**src/rtl/onewire_scratchpad_rx.sv**
```systemverilog
// One-wire scratchpad receiver: sequences the bit-read stage byte by byte, assembles LSB-first,
// and decodes DS18B20 fields. Define ONEWIRE_RX_CRC_EN to include the Dallas CRC-8 check.
module onewire_scratchpad_rx #(
  parameter int NUM_BYTES = 9
) (
  input  logic        clk,
  input  logic        rst_n,
  input  logic        start,
  input  logic        bus_in,
  input  logic        sample,
  input  logic        read_done,
  output logic        read_enable,
  output logic        busy,
  output logic        valid,
  output logic        crc_ok,
  output logic        frame_err,
  output logic [15:0] temp_raw,
  output logic [7:0]  th,
  output logic [7:0]  tl,
  output logic [7:0]  cfg
);

  typedef enum logic [2:0] {IDLE, READ, STORE, GAP, CHECK} state_t;

  state_t      state_q, state_d;
  logic [1:0]  sync_q;
  logic [3:0]  bit_cnt_q;
  logic [3:0]  byte_cnt_q;
  logic [7:0]  shift_q;
  logic        take;
  logic        last_byte;

  assign take        = (state_q == READ) && sample && (bit_cnt_q < 4'd8);
  assign last_byte   = (byte_cnt_q == 4'(NUM_BYTES - 1));
  // Decoded from the async-reset state register so enable drops the instant reset asserts.
  assign read_enable = (state_q == READ);
  assign busy        = (state_q != IDLE);

  always_comb begin
    state_d = state_q;
    case (state_q)
      IDLE:    if (start) state_d = READ;
      READ:    if (read_done) state_d = STORE;
      STORE:   state_d = last_byte ? CHECK : GAP;
      GAP:     state_d = READ;
      CHECK:   state_d = IDLE;
      default: state_d = IDLE;
    endcase
  end

  always_ff @(posedge clk or negedge rst_n) begin
    if (!rst_n) state_q <= IDLE;
    else        state_q <= state_d;
  end

  always_ff @(posedge clk or negedge rst_n) begin
    if (!rst_n) sync_q <= 2'b11;
    else        sync_q <= {sync_q[0], bus_in};
  end

`ifdef ONEWIRE_RX_CRC_EN
  logic [7:0] crc_q;
  logic       crc_fb;

  assign crc_fb = crc_q[0] ^ sync_q[1];

  always_ff @(posedge clk or negedge rst_n) begin
    if (!rst_n)                          crc_q <= 8'h00;
    else if ((state_q == IDLE) && start) crc_q <= 8'h00;
    else if (take)                       crc_q <= {1'b0, crc_q[7:1]} ^ (crc_fb ? 8'h8C : 8'h00);
  end
`endif

  always_ff @(posedge clk or negedge rst_n) begin
    if (!rst_n) begin
      bit_cnt_q  <= '0;
      byte_cnt_q <= '0;
      shift_q    <= '0;
      valid      <= 1'b0;
      crc_ok     <= 1'b0;
      frame_err  <= 1'b0;
      temp_raw   <= '0;
      th         <= '0;
      tl         <= '0;
      cfg        <= '0;
    end else begin
      valid <= (state_q == CHECK);
      case (state_q)
        IDLE: begin
          if (start) begin
            byte_cnt_q <= '0;
            bit_cnt_q  <= '0;
            frame_err  <= 1'b0;
            crc_ok     <= 1'b0;
          end
        end
        READ: begin
          if (take) begin
            shift_q   <= {sync_q[1], shift_q[7:1]};
            bit_cnt_q <= bit_cnt_q + 4'd1;
          end
        end
        STORE: begin
          // Bytes past slot 4 only contribute to the CRC.
          case (byte_cnt_q)
            4'd0:    temp_raw[7:0]  <= shift_q;
            4'd1:    temp_raw[15:8] <= shift_q;
            4'd2:    th             <= shift_q;
            4'd3:    tl             <= shift_q;
            4'd4:    cfg            <= shift_q;
            default: ;
          endcase
          if (bit_cnt_q != 4'd8) frame_err <= 1'b1;
          bit_cnt_q <= '0;
          if (!last_byte) byte_cnt_q <= byte_cnt_q + 4'd1;
        end
        CHECK: begin
`ifdef ONEWIRE_RX_CRC_EN
          crc_ok <= (crc_q == 8'h00) && !frame_err;
`else
          crc_ok <= !frame_err;
`endif
        end
        default: ;
      endcase
    end
  end

endmodule

```
**config.mk**
```make
export PLATFORM = sky130hd
export DESIGN_NAME = onewire_scratchpad_rx
export DESIGN_NICKNAME = d
export VERILOG_FILES = /design/src/rtl/onewire_scratchpad_rx.sv
export SDC_FILE = /design/constraint.sdc
export NUM_CORES = 1
export LEC_CHECK = 0
export ABC_CLOCK_PERIOD_IN_PS = 3800
export BUFFER_PORTS_ARGS = -buffer_cell sky130_fd_sc_hd__buf_4
export CAP_MARGIN = 20
export CORE_ASPECT_RATIO = 0.7
export CORE_UTILIZATION = 35
export CTS_CLUSTER_DIAMETER = 120
export DETAILED_ROUTE_END_ITERATION = 6
export SKIP_CTS_REPAIR_TIMING = 1
export SLEW_MARGIN = 20
export SYNTH_ARGS = -nofsm -noshare
export SYNTH_HDL_FRONTEND = slang
export SYNTH_SLANG_ARGS = --single-unit
```
**constraint.sdc**
```tcl
create_clock -name clk -period 3.8 [get_ports clk]
set_clock_uncertainty 0.15 [all_clocks]
set_input_delay 0 -clock clk [delete_from_list [all_inputs] [get_ports clk]]
set_output_delay 0 -clock clk [all_outputs]
set_load 0.005 [all_outputs]
```
Word-level counts from Yosys, hierarchy flattened --
Cells that the tools add are included.
Storage, ports and cells: register bits 64, latch bits 0, memory bits (writable) 0, bits in read-only memories 0, word-level logic and storage cells 64, memories kept 0
Operators by class: add/subtract/negate cells 2, multipliers 0, div/mod/pow operators 0, order comparisons 1, equality and inequality tests 15, shift-type cells 0, mux-type cells 13, bitwise gates (word level) 0, reductions and logical operators 20
Operators with widths (count):
- 2-bit AND reduction | 8
- 4-bit 2-to-1 mux | 3
- 3-bit case mux with 4 select lines | 1
- 4-bit case mux with 3 select lines | 1
- 3-bit 2-to-1 mux | 3
- 3-bit AND reduction | 3
- 4-bit by 1-bit adder with 4-bit output (second input constant) | 2
- 4-bit by 2-bit == test with 1-bit output (second input constant) | 2
- 2-bit inequality test (second input constant) | 4
- 4-bit case mux with 2 select lines | 1
- 3-bit by 2-bit == test with 1-bit output (second input constant) | 2
- 3-bit nonzero test | 2
- 4-bit by 1-bit == test with 1-bit output (second input constant) | 1
- 4-bit by 3-bit == test with 1-bit output (second input constant) | 1
- 4-bit == test (second input constant) | 1
- 4-bit zero test | 1
- 4-bit less-than comparator (second input constant) | 1
- 4-bit inequality test (second input constant) | 1
- 1-bit case mux with 2 select lines | 2
- 2-bit nonzero test | 2
- 3-bit by 1-bit == test with 1-bit output (second input constant) | 1
- 3-bit == test (second input constant) | 1
- 3-bit zero test | 1
- 1-bit logical AND | 2
- other kinds (3) | 4

Longest topological paths before layout --
Gate-level depths: netlist of the first run.
word-level depth 5, gate-level depth with buffers 5

Worst setup path before layout of the first run --
No wires, ideal clock.
path kind register to register, start register byte_cnt_q[0], end register byte_cnt_q[2], arrival 1.593 ns, data required time 3.571 ns, setup slack 1.977 ns, stages on the path, launching flop included 6, buffers on the path 0, period minus slack after synthesis 1.823 ns, path through dfrtp_1 > inv_1 > ha_1 > and3b_1 > a2111oi_0 > mux2i_1
Between the ends: word-level cells in the longest chain between the ends 3, elaborated cells on any way between the ends 6, those cells by class add/sub: 1; eq/ne: 2; mux: 2; reduce/logical: 1
Ends and longest elaborated chain:
- start, declared | line 28 | logic [3:0] byte_cnt_q;
- start signal, assigned | line 115 | if (!last_byte) byte_cnt_q <= byte_cnt_q + 4'd1;
- 4-bit by 1-bit adder with 4-bit output / 4-bit == test (equally long branches) | line 115, 34
- 4-bit 2-to-1 mux / 2-bit inequality test (equally long branches)
- 4-bit case mux with 2 select lines / 3-bit AND reduction (equally long branches)
Several ways; a longest one is shown, not always the timed one. The select of a mux whose other input is x is not followed. A chain may end at the register's enable or synchronous reset.

Worst setup path in the final report of the first run --
start register state_q[2], end register cfg[2]
Between the ends: word-level cells in the longest chain between the ends 2
Ends and longest elaborated chain:
- start, declared | line 25 | state_t state_q, state_d;
- start signal, assigned | line 53 | else state_q <= state_d;
- 3-bit by 2-bit == test with 1-bit output | line 88 | case (state_q)
- 2-bit AND reduction (no source line)
- end signal, assigned | line 110 | 4'd4: cfg <= shift_q;
- end, declared | line 20 | output logic [7:0] cfg
Every way passes these cells.

==> results of run 1 <==
[area by class of cell]
cell class	count	area (µm²)	share of cell area (%)
sequential	64	1600	46.9
multi-input combinational	106	1020	29.7
timing repair buffer	55	425	12.4
clock buffer	13	159	4.64
tap	98	123	3.58
clock inverter	3	65.1	1.90
inverter	8	30.0	0.877
[critical path, delay by kind of cell, from the launching register on]
family	cells	cell delay [ns]
multiplexers	1	0.38
flip-flops	1	0.58
AND/OR/NAND/NOR	2	0.96
[cells in the mapped netlist (2+ instances only)]
| library cell | number |
|---|---|
| sky130_fd_sc_hd__nand3_1 | 6 |
| sky130_fd_sc_hd__dfrtp_1 | 62 |
| sky130_fd_sc_hd__ha_1 | 6 |
| sky130_fd_sc_hd__o21ai_0 | 5 |
| sky130_fd_sc_hd__mux2_2 | 48 |
| sky130_fd_sc_hd__and2_1 | 2 |
| sky130_fd_sc_hd__dfstp_2 | 2 |
| sky130_fd_sc_hd__inv_1 | 8 |
| sky130_fd_sc_hd__nand3_2 | 4 |
| sky130_fd_sc_hd__nor2_1 | 3 |
| sky130_fd_sc_hd__mux2i_1 | 2 |
| sky130_fd_sc_hd__buf_2 | 2 |
| sky130_fd_sc_hd__nor3b_4 | 2 |
| sky130_fd_sc_hd__nand2_1 | 3 |
[through the flow]
step | std cells | hold slack [ns] | total power, W
floorplan | 183 | -0.446 | 0.00158
global placement | 326 | -0.0416 | 0.00198
detailed placement | 326 | -0.0407 | 0.00201
CTS | 342 | -0.403 | 0.00267
global route | 347 | 0.0328 | 0.00282
finish | 347 | -0.0110 | 0.00263
[final timing paths]
kind | slack (ns) | endpoint | from | cells after the start
hold / removal | -0.01 | bit_cnt_q[0] | sample | 4
setup / recovery | 1.62 | cfg[2] | state_q[2] | 3
hold reg to reg | 0.21 | sync_q[1] | sync_q[0] | 0
min in group asynchronous | 0.15 | bit_cnt_q[0] | rst_n | 2
setup reg to reg | 1.62 | cfg[2] | state_q[2] | 3
max in group asynchronous | 2.84 | temp_raw[10] | rst_n | 2
[state kept, by name, summed over array words and instances (netlist names), 3 cells and up]
register,count
th,8
tl,8
cfg,8
state_q,3
byte_cnt_q,4
bit_cnt_q,4
shift_q,8
temp_raw,16
[power by group through the flow]
stage          Clock [W]  Sequential, W  Combinational (W)
2_1_floorplan          0        0.00111           0.000478
3_3_place_gp           0        0.00117           0.000811
3_5_place_dp           0        0.00118           0.000828
4_1_cts         0.000669        0.00117           0.000830
5_1_grt         0.000696        0.00121           0.000920
6_report        0.000647        0.00116           0.000823
[cells by family (layout without fill, tap and decap cells)]
| family | after synthesis | after routing | synth area share, % |
|---|---|---|---|
| simple gates | 30 | 30 | 8.44 |
| buf+inv | 13 | 79 | 2.33 |
| compound gates | 20 | 20 | 5.78 |
| mux | 50 | 50 | 20.9 |
| fa+ha+maj | 6 | 6 | 2.80 |
| flops | 64 | 64 | 59.8 |
[layer usage]
metal,track usage (%),vias to the layer above,share of wire [%]
met2,21.5,44,43
met3,6.49,7,6.7
li1,-,782,-
met5,0,-,0
met1,19.6,847,49
met4,5.94,0,1.3
==> results.md, run 1 <==
* Worst voltage drop across the vdd grid at 0.308 mV
* Setup TNS at 0 ns
* Leak Pwr at 1.67 nW
* Setup Slack @ Placement at 1.62 ns
* TritonCTS clock tree: built
* Clock network latency to the later pin of the worst-skew pair at 0.34 ns
* Vias after detailed routing at 1680
* Number of cell rows at 26
* Critical Path Fanout Max at 17
* Starting density of the core at between 30% and 40%
* Clock power frac at 24.6%
* Outcome: finished with violations
* Post-synthesis to final-layout area growth at 27.6%
* Maximum Capacitance Violations at 0
* Count of unique library cells instantiated by Yosys at 42
* Slew at the pin with the worst max-slew slack at 0.798 ns
* CP endpoint kind: flip-flop
* Remaining number of nets flagged by the antenna check after routing at 0
* H-tree lvl count at 3
* Portion of total power attributed to sequential cells at 44.2%
* Count of pins over their slew limit at 0
* Highest achievable clock rate at 458 MHz
* Vertical die dimension at ~75 µm
* Net switching power at 0.000778 W
* 1st-pass router iterations at 4
* Switching share of power at between 20% and 30%
* Total wirelength of the detailed-routed design at 5300 µm
* Arrival time reported for the critical path endpoint at 2.25 ns
* Category of the most critical setup path: flip-flop to flip-flop
* GPL Wtd Cong at 0.745
* RSZ-0062 raised after global routing: false
* Post-synthesis instance area at 2680 µm²
* Final net count at 256
* Most common cell after layout, fill and taps aside: sky130_fd_sc_hd__dfrtp_1
* Syn_area_per_cell at 14.7 µm²
* Largest incremental delay on the critical path at 0.58 ns
* Io pins at approximately 50
* Antenna violations before repair at 0
* Clock Sink Count at between 60 and 70
* Post-synth ARST share at 100%
* Grt total ovfl at 0
* Slowest stage cell on the critical path: sky130_fd_sc_hd__dfrtp_1
* Leading cell types in the layout, fill and taps excluded: 62 x sky130_fd_sc_hd__dfrtp_1, 50 x sky130_fd_sc_hd__buf_4, 48 x sky130_fd_sc_hd__mux2_2
* Number of CTS-inserted buffers at 9
* Violated checks: negative hold slack
* Fill cells at 695
* Classification of the worst-slack hold path: input port to flip-flop
* Min Hold Slack at -0.0110 ns
* Final Hold Vio Count at 1
* Core occupancy in the finished layout at 46.6%
* Worst EP required at 3.87 ns
* Total nets after synthesis at 195
* Detailed Route Iter0 Violations at 43
* Vias in the first global route at 1679
* Startpoint type of the worst setup path: flip-flop
* Fraction of layout cells with a size suffix above 1 at 51.0%
* Die X at 107 µm
* Count of flip-flops with a built-in enable after synthesis at 0
* Count of synthesis-stage warnings from yosys at 0
* Root Buffer Master: sky130_fd_sc_hd__clkbuf_8
* Cell type with the highest aggregate area in the netlist: sky130_fd_sc_hd__dfrtp_1
* Largest cells by area after synthesis: sky130_fd_sc_hd__dfrtp_1 58%, sky130_fd_sc_hd__mux2_2 20%, sky130_fd_sc_hd__ha_1 2.8%
* Sequential-to-total area share from yosys stat at 59.8%
* Time the final worst path needs with I/O delays and setup at 2.18 ns
* Total inserted antenna cells at 0
* Half-perimeter wire length after placement at 3620 µm
* Core ar. at 7350 µm²
* Summed area of non-filler cells in the final layout at 3420 µm²
* Normalized max-slew margin at between 40% and 50%
* Number of vias per cell after detailed routing at 4.84
* Detailed-route wire length per cell at between 15 and 20 µm
* Final worst path period share at 57.4%
* Final setup violation count at 0
* CTS max path bufs at 2
* Total die area at 8030 µm²
* Power per Cell Area at 770 nW/µm²
* Portion of synthesized cell area occupied by the leading cell type at about 58%
* Worst Setup Slack, final at roughly 1.6 ns
* DRC Markers at 0
* Power Internal at 0.00186 W
* Number of input and output port buffers inserted at 50
* Wire length of the first global-routing pass at 8670 µm
* Combinational power share at 31.2%
* Gate count after technology mapping at 183
* Pin count of the biggest net entering global routing at 65
* Flops & latches, synth at between 60 and 70
* Post-synth top flop: sky130_fd_sc_hd__dfrtp_1
* Dpl cell area at ~3100 µm²
* Clock transition at path regs at 0.06 ns
* Global Route Usage Sum at around 15%
* Cell-by-cell listing of the critical path: nor3b_4, and4b_1, mux2_2
Power figures use the tool's default switching activity.
==> inputs of run 2 (changes only) <==
ABC_CLOCK_PERIOD_IN_PS = 2000   (was 3800)
clock period = 2 ns   (was 3.8 ns; I/O delays follow)
==> results.md, run 2 (synthesis results as in run 1) <==
* Largest incremental delay on the critical path at between 0.4 and 0.5 ns
* Time the final worst path needs with I/O delays and setup at 1.86 ns
* Register-to-register setup slack at approximately 0.14 ns
* Total wirelength of the detailed-routed design at 5390 µm
* Global Route Usage Sum at 14.7%
* Final Hold Vio Count at 0
* Io pins at 51
* Total inserted antenna cells at 0
* Most common cell after layout, fill and taps aside: sky130_fd_sc_hd__dfrtp_1
* Final worst path period share at 93.2%
* Core ar. at roughly 7400 µm²
* Half-perimeter wire length after placement at about 3700 µm
* Launching point of the worst reg2reg path: byte_cnt_q[1]
* Highest achievable clock rate at about 540 MHz
* Critical Path Fanout Max at 5
* Overall Power at 0.00494 W
* Slew at the pin with the worst max-slew slack at 0.820 ns
* Wire length of the first global-routing pass at 8750 µm
* GPL Wtd Cong at 0.768
* Outcome: finished, final reports clean
* Worst EP required at about 2.1 ns
* Detailed-route wire length per cell at about 15 µm
* H-tree lvl count at 3
* Setup TNS at 0 ns
* Top register by number of flip-flops: temp_raw
* Startpoint type of the worst setup path: flip-flop
* TritonCTS clock tree: built
* CTS max path bufs at 2
* Number of input and output port buffers inserted at 50
* 1st-pass router iterations at 4
* Slowest stage cell on the critical path: sky130_fd_sc_hd__a2111oi_1
* Normalized max-slew margin at 45.4%
* Grt total ovfl at 0
* Arrival time reported for the critical path endpoint at 1.96 ns
* Final net count at 265
* Clock Sink Count at 64
* Maximum Capacitance Violations at 0
* Buffers & Inverters on Critical Path at 1
* Category of the most critical setup path: flip-flop to flip-flop
* Leak Pwr at 1.70 nW
* Number of cell rows at 26
* Remaining number of nets flagged by the antenna check after routing at 0
* Endpoint, Worst Hold: bit_cnt_q[0]
* Vertical die dimension at 75.3 µm
* Antenna violations before repair at 0
* Number of flip-flops under the largest register name at 16
* Vias after detailed routing at 1695
* Number of CTS-inserted buffers at 9
* Launch point of the worst hold path: sample
* Post-synthesis to final-layout area growth at 28.9%
* Worst Reg2Reg Path Length in Cells at 5
* Clock transition at path regs at 0.07 ns
* Cell-by-cell listing of the critical path: inv_1, ha_1, and3b_1, a2111oi_1, mux2i_1
* Starting density of the core at 36.5%
* Die X at 107 µm
* Total die area at 8030 µm²
* Detailed Route Iter0 Violations at 45
* Power per Cell Area at 1430 nW/µm²
* Min-Delay Path Depth at 4
* Cell family with the largest share of critical-path delay: compound AO/OA/AOI/OAI gates
* DRC Markers at 0
* Count of pins over their slew limit at 0
* Clock network latency to the later pin of the worst-skew pair at 0.32 ns
* CP endpoint kind: flip-flop
* Fraction of layout cells with a size suffix above 1 at 52.3%
* Root Buffer Master: sky130_fd_sc_hd__clkbuf_8
* Number of vias per cell after detailed routing at between 4 and 5
* Leading cell types in the layout, fill and taps excluded: 62 x sky130_fd_sc_hd__dfrtp_1, 59 x sky130_fd_sc_hd__buf_4, 48 x sky130_fd_sc_hd__mux2_2
* Reg-to-Reg End: byte_cnt_q[2]
* Pin count of the biggest net entering global routing at 65
* Worst voltage drop across the vdd grid at between 0.5 and 0.6 mV
* Vias in the first global route at 1706
* Final setup violation count at 0
* Classification of the worst-slack hold path: input port to flip-flop
* RSZ-0062 raised after global routing: false
[run 2: cell count changes in the layout (fill, tap and decap cells not counted)]
cell,before,now
sky130_fd_sc_hd__clkbuf_1,2,3
sky130_fd_sc_hd__clkinvlp_4,0,1
sky130_fd_sc_hd__a2111oi_1,0,1
sky130_fd_sc_hd__a2111oi_0,1,0
sky130_fd_sc_hd__bufinv_16,2,1
sky130_fd_sc_hd__buf_4,50,59
sky130_fd_sc_hd__clkbuf_8,11,10
[run 2: per-layer routing]
| layer | vias up | routed length [µm] | global-route usage (%) | part of all wire, % |
|---|---|---|---|---|
| met3 | 4 | 381 | 5.80 | 7.1 |
| li1 | 801 | - | - | - |
| met1 | 850 | 2540 | 19.3 | 47 |
| met4 | 0 | 27 | 4.57 | 0.50 |
| met5 | - | 0 | 0 | 0 |
| met2 | 40 | 2440 | 22.7 | 45 |
[run 2: cell type report]
cell class | instances | area, µm²
Timing Repair Buffer | 64 | 493
Tap cell | 98 | 123
Fill cell | 710 | 3890
Inverter | 8 | 30.0
Clock inverter | 3 | 42.5
Multi-Input combinational cell | 106 | 1020
Clock buffer | 13 | 149
Sequential cell | 64 | 1600
[run 2: worst max-delay path by stage]
| stage | from | endpoint | cells after the start |
|---|---|---|---|
| 3_3_place_gp | byte_cnt_q[1] | byte_cnt_q[2] | 5 |
| 2_1_floorplan | byte_cnt_q[0] | byte_cnt_q[2] | 5 |
| 3_5_place_dp | byte_cnt_q[1] | byte_cnt_q[2] | 5 |
| 4_1_cts | byte_cnt_q[1] | byte_cnt_q[2] | 5 |
| 6_report | byte_cnt_q[1] | byte_cnt_q[2] | 5 |
| 5_1_grt | byte_cnt_q[1] | byte_cnt_q[2] | 5 |
[run 2: report_power, final]
group          internal (W)  switching (W)  total [W]
sequential          0.00177       0.000412    0.00219
clock              0.000609       0.000456    0.00107
combinational       0.00106       0.000629    0.00169
[run 2: through the flow]
step,std cells,hold WS [ns],cell area [µm²],setup slack (ns),util (%)
CTS,351,-0.385,3410,0.0675,46.4
global placement,335,-0.0410,3220,0.134,43.8
detailed placement,335,-0.0405,3220,0.0849,43.8
floorplan,183,-0.446,2680,0.177,-
global route,356,0.0208,3460,0.00386,47.1
finish,356,0.00533,3460,0.136,47.1
[run 2: worst reg2reg max path, delay by kind of cell (launching register included)]
family                     cells  cell delay (ns)
DFF                            1             0.42
buffers and inverters          1             0.09
muxes                          1             0.22
AOI/OAI and AO/OA              1             0.45
and+or+nand+nor                1             0.23
adders and majority gates      1             0.23
